`src/rtl/bit3_operand_entry.sv`:
```
// Operand-entry front end for the 3-bit adder board test: synchronizes and
// debounces a push button, then captures operand A, operand B and a valid flag.
module bit3_operand_entry #(
  parameter int DEBOUNCE_CYCLES = 16,
  parameter int CNT_W           = 20
) (
  input  logic       clk,
  input  logic       rst,
  input  logic [2:0] sw,
  input  logic       btn,
  output logic [2:0] A,
  output logic [2:0] B,
  output logic       valid,
  output logic [1:0] state_led
);

  typedef enum logic [1:0] {
    LOAD_A = 2'b00,
    LOAD_B = 2'b01,
    SHOW   = 2'b10
  } state_t;

  localparam logic [CNT_W-1:0] CNT_LAST = CNT_W'(DEBOUNCE_CYCLES - 1);

  logic             s1_q, s2_q;
  logic             deb_q, deb_d;
  logic [CNT_W-1:0] cnt_q, cnt_d;
  logic             press;
  state_t           state_q, state_d;
  logic [2:0]       a_q, a_d;
  logic [2:0]       b_q, b_d;
  logic             valid_q, valid_d;

  // A level is accepted only after it differs from deb for DEBOUNCE_CYCLES
  // consecutive samples; only the 0->1 acceptance counts as a press.
  always_comb begin
    deb_d = deb_q;
    cnt_d = '0;
    press = 1'b0;
    if (s2_q != deb_q) begin
      if (cnt_q == CNT_LAST) begin
        deb_d = s2_q;
        press = s2_q;
      end else begin
        cnt_d = cnt_q + 1'b1;
      end
    end
  end

  always_comb begin
    state_d = state_q;
    a_d     = a_q;
    b_d     = b_q;
    valid_d = 1'b0;
    case (state_q)
      LOAD_A: begin
        if (press) begin
          a_d     = sw;
          state_d = LOAD_B;
        end
      end
      LOAD_B: begin
        if (press) begin
          b_d     = sw;
          valid_d = 1'b1;
          state_d = SHOW;
        end
      end
      SHOW: begin
        valid_d = 1'b1;
        if (press) begin
          valid_d = 1'b0;
          state_d = LOAD_A;
        end
      end
      default: begin
        // The unused encoding falls back to LOAD_A; operands are kept.
        state_d = LOAD_A;
      end
    endcase
  end

  always_ff @(posedge clk or posedge rst) begin
    if (rst) begin
      s1_q    <= 1'b0;
      s2_q    <= 1'b0;
      deb_q   <= 1'b0;
      cnt_q   <= '0;
      state_q <= LOAD_A;
      a_q     <= 3'b000;
      b_q     <= 3'b000;
      valid_q <= 1'b0;
    end else begin
      s1_q    <= btn;
      s2_q    <= s1_q;
      deb_q   <= deb_d;
      cnt_q   <= cnt_d;
      state_q <= state_d;
      a_q     <= a_d;
      b_q     <= b_d;
      valid_q <= valid_d;
    end
  end

  assign A         = a_q;
  assign B         = b_q;
  assign valid     = valid_q;
  assign state_led = state_q;

endmodule
```
`config.mk`:
```
export PLATFORM = sky130hd
export DESIGN_NAME = bit3_operand_entry
export DESIGN_NICKNAME = d
export VERILOG_FILES = /design/src/rtl/bit3_operand_entry.sv
export SDC_FILE = /design/constraint.sdc
export NUM_CORES = 1
export LEC_CHECK = 0
export CAP_MARGIN = 20
export CELL_PAD_IN_SITES_DETAIL_PLACEMENT = 1
export CELL_PAD_IN_SITES_GLOBAL_PLACEMENT = 2
export CORE_ASPECT_RATIO = 1.25
export CORE_MARGIN = 2
export CORE_UTILIZATION = 37
export DETAILED_ROUTE_END_ITERATION = 10
export PLACE_DENSITY = 0.79
export SLEW_MARGIN = 20
export SYNTH_ARGS = -nofsm -noshare
export SYNTH_HDL_FRONTEND = slang
export SYNTH_SLANG_ARGS = --single-unit
export TNS_END_PERCENT = 50
```
`constraint.sdc`:
```
create_clock -name clk -period 2.7 [get_ports clk]
set_clock_uncertainty 0.2 [all_clocks]
set_input_delay 0.54 -clock clk [delete_from_list [all_inputs] [get_ports clk]]
set_output_delay 0.54 -clock clk [all_outputs]
set_load 0.02 [all_outputs]
```
==> Word-level counts from Yosys, hierarchy flattened <==
Cells that the tools add are included.
{ "classes": {"muxes": 11, "n_reduce_logical": 5, "n_eq_ne": 7, "add_sub_neg": 1} }
{ "ops": {"columns": ["operator", "n"], "rows": [
  ["20-bit two-way mux", 2],
  ["20-bit by 1-bit adder with 20-bit output (second input constant)", 1],
  ["20-bit by 4-bit equality test with 1-bit output (second input constant)", 1],
  ["2-bit two-way mux", 3],
  ["2-bit inequality test (second input constant)", 3],
  ["2-bit one-hot mux with 3 select lines", 1],
  ["2-bit AND reduction", 3],
  ["1-bit two-way mux", 4],
  ["3-bit AND reduction", 1],
  ["2-bit by 1-bit equality test with 1-bit output (second input constant)", 1],
  ["2-bit equality test (second input constant)", 1],
  ["2-bit logical NOT", 1],
  ["1-bit one-hot mux with 2 select lines", 1],
  ["1-bit inequality test", 1]
]} }
{ "word_totals": {"reg_bits": 32, "in_bits": 6, "output_inout_bits": 9, "word_cells": 32} }

==> Logic depth before layout (Yosys ltp) <==
{ "logic_depth": {"depth_word": 5, "ltp_mapped": 6, "ltp_nobuf": 5} }

==> Worst setup path after synthesis <==
OpenSTA, ideal clock, no wires.
{ "synth_timing": {"path_type": "register to register", "from": "register cnt_q[11]", "to": "register a_q[0], in the netlist A[0]", "synth_period_minus_slack_ns": 2.033, "setup_ns": 0.125, "n_path_buf": 0, "t_required_ns": 2.375, "slack_ns": 0.667, "arrival_ns": 1.708, "stages_incl_launch_ff": 5, "cell_sequence": "dfrtp_1 -> nor4_2 -> nand3_2 -> or4_4 -> mux2_4"} }
{ "synth_between": {"elab_chain_cells": 4} }
{ "synth_lines": {"columns": ["element", "line_no", "rtl"], "rows": [
  ["start, declared", "27", "logic [CNT_W-1:0] cnt_q, cnt_d;"],
  ["start signal, assigned", "97", "cnt_q <= cnt_d;"],
  ["20-bit by 4-bit equality test with 1-bit output", "41", "if (cnt_q == CNT_LAST) begin"],
  ["1-bit two-way mux", "41", null],
  ["1-bit two-way mux", "40", "if (s2_q != deb_q) begin"],
  ["2-bit AND reduction (no source line)", null, null],
  ["end signal, assigned", "90", "a_q <= 3'b000;"],
  ["end signal, assigned", "99", "a_q <= a_d;"],
  ["end, declared", "30", "logic [2:0] a_q, a_d;"]
]} }
Every way passes these cells.
A chain may end at the register's enable or synchronous reset.

==> Worst setup path in the final report <==
{ "layout_timing": {"from": "register cnt_q[11]", "to": "register b_q[0], in the netlist B[0]"} }
{ "layout_between": {"elab_chain_cells": 4} }
{ "layout_lines": {"columns": ["element", "line_no", "rtl"], "rows": [
  ["20-bit by 4-bit equality test with 1-bit output", "41", null],
  ["1-bit two-way mux", "41", null],
  ["1-bit two-way mux", "40", null],
  ["2-bit AND reduction (no source line)", null, null],
  ["end signal, assigned", "91", "b_q <= 3'b000;"],
  ["end signal, assigned", "100", "b_q <= b_d;"],
  ["end, declared", "31", "logic [2:0] b_q, b_d;"]
]} }
Every way passes these cells.

==> flow_metrics.py <==
metrics = {
    "outcome": {
        "status": "completed",
    },
    "sta": {
        "maxSlewViolCount": 0,
        "tightestPinTransition_ps": 670.3,
        "hold_viol_final": 0,
        "fin_tns_setup_ps": 0,
        "max_freq_mhz": 445.7,
        "slew_headroom_pct": 54.90,
        "setup_slack_ps": 456.2,
        "fin_crit_ps": 2244,
        "setup_viol": 0,
        "rsz0062_at_grt": "false",
        "fin_crit_sh_pct": 83.11,
    },
    "global_routing": {
        "globalRouteOverflowTotal": 0,
        "grt.total_usage_pct": 16.20,
        "grt_antenna_before_repair": 0,
        "grt_max_degree": 33,
        "grt_pass1_vias": 1131,
        "grt_first_pass_wirelength_microns": 5271,
    },
    "synth": {
        "synth_top_area_share_pct": 52.59,
        "yosysMostFrequentCell": "dfrtp_1",
        "syn_area_sq_mm": 0.001523,
        "synth_top_area_cell": "dfrtp_1",
        "ys_top_cells_by_count": "dfrtp_1, nor2_1, xnor2_1",
        "ys_types": 34,
        "syn-mean-instance-area_sq_um": 11.03,
        "synth_area_leaders": "dfrtp_1, xnor2_1, nor2_1",
        "yosys_warnings": 0,
        "synth_edf_count": 0,
        "synthesis.nets": 145,
        "ys_seq_area_share_pct": 52.59,
        "synth_cells": 138,
        "ys_ff_latch": 32,
        "async_flop_share_pct": 100.0,
        "yosys_most_used_dff": "dfrtp_1",
    },
    "pwr": {
        "combPwrFrac_pct": 4.9,
        "p_int_w": 0.0007098,
        "powerDensity_mw_per_mm2": 496.5,
        "seqPwrFrac_pct": 53.7,
        "p_sw_w": 0.0002078,
        "ir_worst_vdd_uv": 249.4,
        "switching_share_pct": 22.64,
        "p_leak_nw": 0.7740,
        "clkPwrFrac_pct": 41.4,
    },
    "cts": {
        "cts.sink_count": 32,
        "ctsLongestPathBuffers": 2,
        "htreeDepth": 2,
        "cts_root_buffer": "clkbuf_8",
        "insertion_delay_ps": 290,
        "holdBufCountCts": 0,
        "cts_made_buffers": 5,
        "cts_tree": "yes",
        "clkTransAtPathRegs_ps": 70,
        "post_cts_buffers": 0,
        "post_cts_resized": 0,
    },
    "final_layout": {
        "num_antenna_cells": 0,
        "fill_cells": 480,
        "fin_util_pct": 45.81,
        "final_area_sq_mm": 0.001848,
        "fin_nets": 168,
        "drive_gt1_share_pct": 17.90,
        "syn_to_final_growth_pct": 21.36,
        "final_cells": 218,
    },
    "worst_setup_path": {
        "end_kind": "flip-flop",
        "critPathLaunchType": "flip-flop",
        "critical_path_class": "flip-flop to flip-flop",
        "critPathMaxFanout": 6,
        "required_ps": 2670,
        "arrival_ps": 2220,
    },
    "drt": {
        "ant_nets": 0,
        "first_iter_violations": 15,
        "avgRoutedWirePerCell_microns": 14.95,
        "drtPass1Iterations": 4,
        "via_per_inst": 4.972,
        "vias": 1084,
        "drc_errors": 0,
        "drt_wl_total_microns": 3259,
    },
    "die": {
        "num_io_pins": 15,
        "dieArea_sq_mm": 0.004648,
        "coreArea_sq_mm": 0.004034,
        "dieWidth_microns": 61.38,
        "rows": 26,
        "initial_core_util_pct": 37.75,
        "fp.dieH_microns": 75.73,
    },
    "min_path": {
        "worstHoldPathType": "flip-flop to flip-flop",
    },
    "placement": {
        "dp.cells": 210,
        "pre_cts_ws_ps": 444.0,
        "place.gp.congestion": 0.7825,
        "dp_hpwl_microns": 2396,
        "portBuffers": 14,
        "placed_cell_area_sq_mm": 0.001755,
    },
    "run": {
        "cap_violations": 0,
    },
}
==> state kept, by name, summed over array words and instances, names as in the netlist <==
register,count
cnt_q,20
A,3
B,3
state_led,2
deb_q,1
s1_q,1
s2_q,1
valid,1
==> layer usage <==
| layer | wire [microns] | global-route usage [%] | share of wire [%] | vias to the layer above |
|---|---|---|---|---|
| met5 | 0 | 0 | 0 | - |
| met4 | 72 | 8.747 | 2.2 | 0 |
| met3 | 125 | 4.754 | 3.8 | 5 |
| met2 | 1748 | 28.49 | 54 | 18 |
| met1 | 1313 | 17.13 | 40 | 538 |
| li1 | - | - | - | 523 |
==> kinds of logic (layout without fill, tap and decap cells) <==
logic type	after synthesis	count (layout)	synth area share [%]
and+or+nand+nor	62	62	23.83
DFF	32	32	52.59
xor gates and xnor gates	15	15	8.627
muxes	12	12	9.203
buffers and inverters	9	33	2.219
AOI/OAI and AO/OA	7	7	2.712
adders and majority gates	1	1	0.8216
==> power by group through the flow <==
stage / combinational, W / sequential [W] / clock, W
2_1_floorplan: 0.0000210 / 0.000503 / 0
3_5_place_dp: 0.0000459 / 0.000502 / 0
5_1_grt: 0.0000494 / 0.000493 / 0.000419
4_1_cts: 0.0000461 / 0.000493 / 0.000398
6_report: 0.0000445 / 0.000493 / 0.000380
3_3_place_gp: 0.0000446 / 0.000501 / 0
==> path summary, 6_finish.rpt <==
kind	startpoint	end	slack [ps]	cells after the start
min reg2reg	s1_q$_DFF_PP0_	s2_q$_DFF_PP0_	150	0
max	cnt_q[11]$_DFF_PP0_	B[0]$_DFFE_PP0P_	460	4
max in group asynchronous	rst	cnt_q[15]$_DFF_PP0_	1560	3
max reg2reg	cnt_q[11]$_DFF_PP0_	B[0]$_DFFE_PP0P_	460	4
min in group asynchronous	rst	s2_q$_DFF_PP0_	440	3
min	s1_q$_DFF_PP0_	s2_q$_DFF_PP0_	150	0
==> area by class of cell <==
class                           count  area [sq um]  area share, %
Clock inverter                      2         10.01         0.5416
Tap cell                           56         70.07          3.791
Clock buffer                        6         82.58          4.469
Timing Repair Buffer               18         170.2          9.208
Multi-Input combinational cell     97         688.2          37.24
Inverter                            7         26.28          1.422
Sequential cell                    32         800.8          43.33
==> through the flow <==
stage | power [W] | hold slack, ps
detailed placement | 0.0005477 | 138.6
finish | 0.0009175 | 151.8
global placement | 0.0005456 | 135.5
floorplan | 0.0005244 | 131.2
CTS | 0.0009365 | 155.4
global route | 0.0009620 | 155.7
==> placed cells by master (no fill, tap or decap), types with 3 or more instances in the layout <==
cell	Yosys	layout
nor2_1	20	20
nand3_1	6	6
xor2_1	4	4
xnor2_1	11	11
buf_4	0	4
clkdlybuf4s50_1	0	14
clkbuf_8	0	6
nand4_1	3	3
inv_1	7	7
nor3_1	6	6
mux2_4	3	3
dfrtp_1	32	32
mux2i_1	5	5
nor4_1	5	5
nand2_1	5	5
mux2_2	4	4
==> worst max-delay path, cell delays in order, from the launching register on <==
cell and delay, ps:
dfrtp_1 450, nor4_2 330, nand3_2 160, nor4_1 600
mux2_2 410
No activity file was read; power rests on OpenSTA's default activity.
==> RTL change: new RTL, same flow settings <==
Make the reset (`rst`) synchronous in one clocked block.
--- a/src/rtl/bit3_operand_entry.sv
+++ b/src/rtl/bit3_operand_entry.sv
@@ -80,7 +80,7 @@
     endcase
   end
 
-  always_ff @(posedge clk or posedge rst) begin
+  always_ff @(posedge clk) begin
     if (rst) begin
       s1_q    <= 1'b0;
       s2_q    <= 1'b0;
Check against the original RTL: same outputs for any inputs over 10 cycles, from zero or initial values and one cycle with rst high; that may be too few to reach the edited logic, so the function may still have changed.
==> RTL change against the unedited design <==
  * Count of clock-buffer cells in the layout unchanged
  * Non-clock buffer count rose by 1
  * First-iteration DRC count is 120% higher
  * Cell area decreased by 9.6%
  * Worst setup slack got worse by 0.19 ns
  * Synthesized area fell by 9.2%
  * Routed wire length rose by 1.2%
  * Sequential cell count stayed put
  * Die area shrank 8.7%
  * Critical path type unchanged
  * Critical endpoint is now state_led[0]
Power is not compared: it rests on default switching activity, and its combinational part moved more than twofold at a synthesized area within 25%.
==> RTL change: results (changes against the unedited design) <==
Outcome
  • Status: completed

Synthesis
  • Post-synthesis sequential area ratio: 46.3% (-6.3 points)
  • Net count after synthesis: 164 (+13%)
  • Unique cell type count in the Yosys netlist: 30 (-12%)
  • Top post-synthesis cells by count: sky130_fd_sc_hd__dfxtp_1 (32), sky130_fd_sc_hd__nor2_1 (19), sky130_fd_sc_hd__nand3_1 (14), sky130_fd_sc_hd__a21oi_1 (13), sky130_fd_sc_hd__xnor2_1 (12)
  • Multiplexer share of the synthesized area: 0.724% (-8.5 points)
  • Flip-flop and latch count after synthesis: 32 (unchanged)
  • Dominant cells by area after synthesis: sky130_fd_sc_hd__dfxtp_1 (46%), sky130_fd_sc_hd__xnor2_1 (7.6%), sky130_fd_sc_hd__nor2_1 (5.2%), sky130_fd_sc_hd__nand3_1 (5.1%), sky130_fd_sc_hd__a21oi_1 (4.7%)
  • Synthesized-area fraction occupied by adder cells: 0.905% (+0.083 points)
  • Predominant post-synthesis flop cell: sky130_fd_sc_hd__dfxtp_1
  • Proportion of register bits with asynchronous set or reset after synthesis: 0% (-100 points)
  • Compound-Gate Fraction of Synth Area: 10.9% (+8.1 points)
  • Xor/xnor share of the synthesized area: 9.50% (+0.87 points)

Clocking
  • Max clock buf depth: 2 (unchanged)
  • Buffers inserted by post-CTS timing repair: 0 (unchanged)
  • Cts repair resizes: 0 (unchanged)
  • Skew-Pair Late Insertion Delay: approximately 0.28 ns

Drt
  • Vias after detailed routing: 1,225 (+13%)
  • Violation count after the first detailed-route iteration: 33 (+18)
  • Pre-Repair DR Iteration Count: 3 (-1)
  • Routed WL: 3.30 mm (+1.2%)

Global route
  • Vias in the first global route: 1,312 (+16%)
  • Number of antenna violations at the first check in global routing: 0 (unchanged)
  • Pin count of the biggest net entering global routing: 20 (-39%)
  • Wire length of the first global-routing pass: 5.95 mm (+13%)
  • GR Util All Layers: 18.4% (+2.2 points)

Finish
  • Buffers excl. clock: 19 (+1)
  • Inverters: 5 (-2)
  • Fraction of area in clock buffers and inverters: 4.64% (-0.37 points)
  • Most flops, register: cnt_q
  • Layout multi-input combinational cell count: 117 (+21%)
  • Fraction of area in registers: 38.4% (-5.0 points)
  • Count of nets after finishing: 187 (+11%)
  • Filler cell count in the final layout: 433 (-9.8%)
  • Fraction of final layout cells sized beyond drive strength 1: 7.78% (-10 points)
  • Final non-clock buffer share: 10.6% (+1.4 points)
  • Footprint of the multi-input gates: 707 sq um (+2.7%)

Power
  • Static Leakage: between 0.5 and 0.6 nW
  • Maximum vdd drop: roughly 0.31 mV

Hold path
  • Class of the most critical hold timing path: reg2reg

Placement
  • Final Wtd Congestion: 0.738 (-5.7%)
  • DP HPWL: 2.50 mm (+4.2%)

Critical path
  • Critical path peak fanout: 11 (+5)
  • Slowest-stage cell, CP: sky130_fd_sc_hd__or4_1
  • Data arrival at the endpoint of the critical path: 2.43 ns (+0.21 ns)
  • Slowest cell delay on critical path: 0.57 ns (-0.03 ns)

STA
  • Slew at the pin closest to its max-slew limit: 0.498 ns (-0.172 ns)

Run
  • Maxcap violations: 0 (unchanged)
==> RTL change: cell count changes in the layout (fill, tap and decap cells not counted), sizes merged, moves of 3 or more <==
cell / delta
nand4: +4
dfxtp: +32
dfrtp: -32
a21oi: +11
o21ai: +7
or4: +4
nand3: +7
mux2: -7
or3: +3
mux2i: -4
==> RTL change: worst max-delay path: cells and delay by family (launching register included) <==
family           cells  cell delay [ns]
AND/OR/NAND/NOR      3             1.58
flip-flops           1             0.34
AO/OA/AOI/OAI        1             0.23
==> RTL change: routing by layer <==
layer | vias up | part of all wire [%] | wire length (um) | GRT usage, %
li1 | 609 | - | - | -
met1 | 595 | 41 | 1360 | 19.2
met2 | 17 | 54 | 1800 | 35.5
met3 | 4 | 2.9 | 96 | 4.28
met4 | 0 | 1.2 | 40 | 6.06
met5 | - | 0 | 0 | 0
==> RTL change: worst paths after layout <==
kind | end | cells past startpoint | from | slack, ns
min | s2_q | 1 | s1_q | 0.25
max reg2reg | state_led[0] | 4 | cnt_q[14] | 0.27
min reg2reg | s2_q | 1 | s1_q | 0.25
max | state_led[0] | 4 | cnt_q[14] | 0.27
==> RTL change: stage by stage <==
step / total power (W) / cells / area, sq um / worst slack [ns] / hold WS [ns]
final: 0.000843 / 219 / 1670 / 0.266 / 0.248
after global routing: 0.000883 / 219 / 1670 / 0.159 / 0.267
after CTS: 0.000856 / 219 / 1670 / 0.248 / 0.256
after detailed placement: 0.000506 / 212 / 1590 / 0.262 / 0.240
after global placement: 0.000505 / 212 / 1590 / 0.333 / 0.225
after floorplan: 0.000494 / 157 / 1380 / 0.550 / 0.214
==> RTL change: report_power, final <==
group	internal, W	switching, W	total [W]
registers	0.000474	0.00000129	0.000475
clock network	0.000175	0.000174	0.000349
logic	0.0000103	0.00000931	0.0000196
total	0.000659	0.000184	0.000843
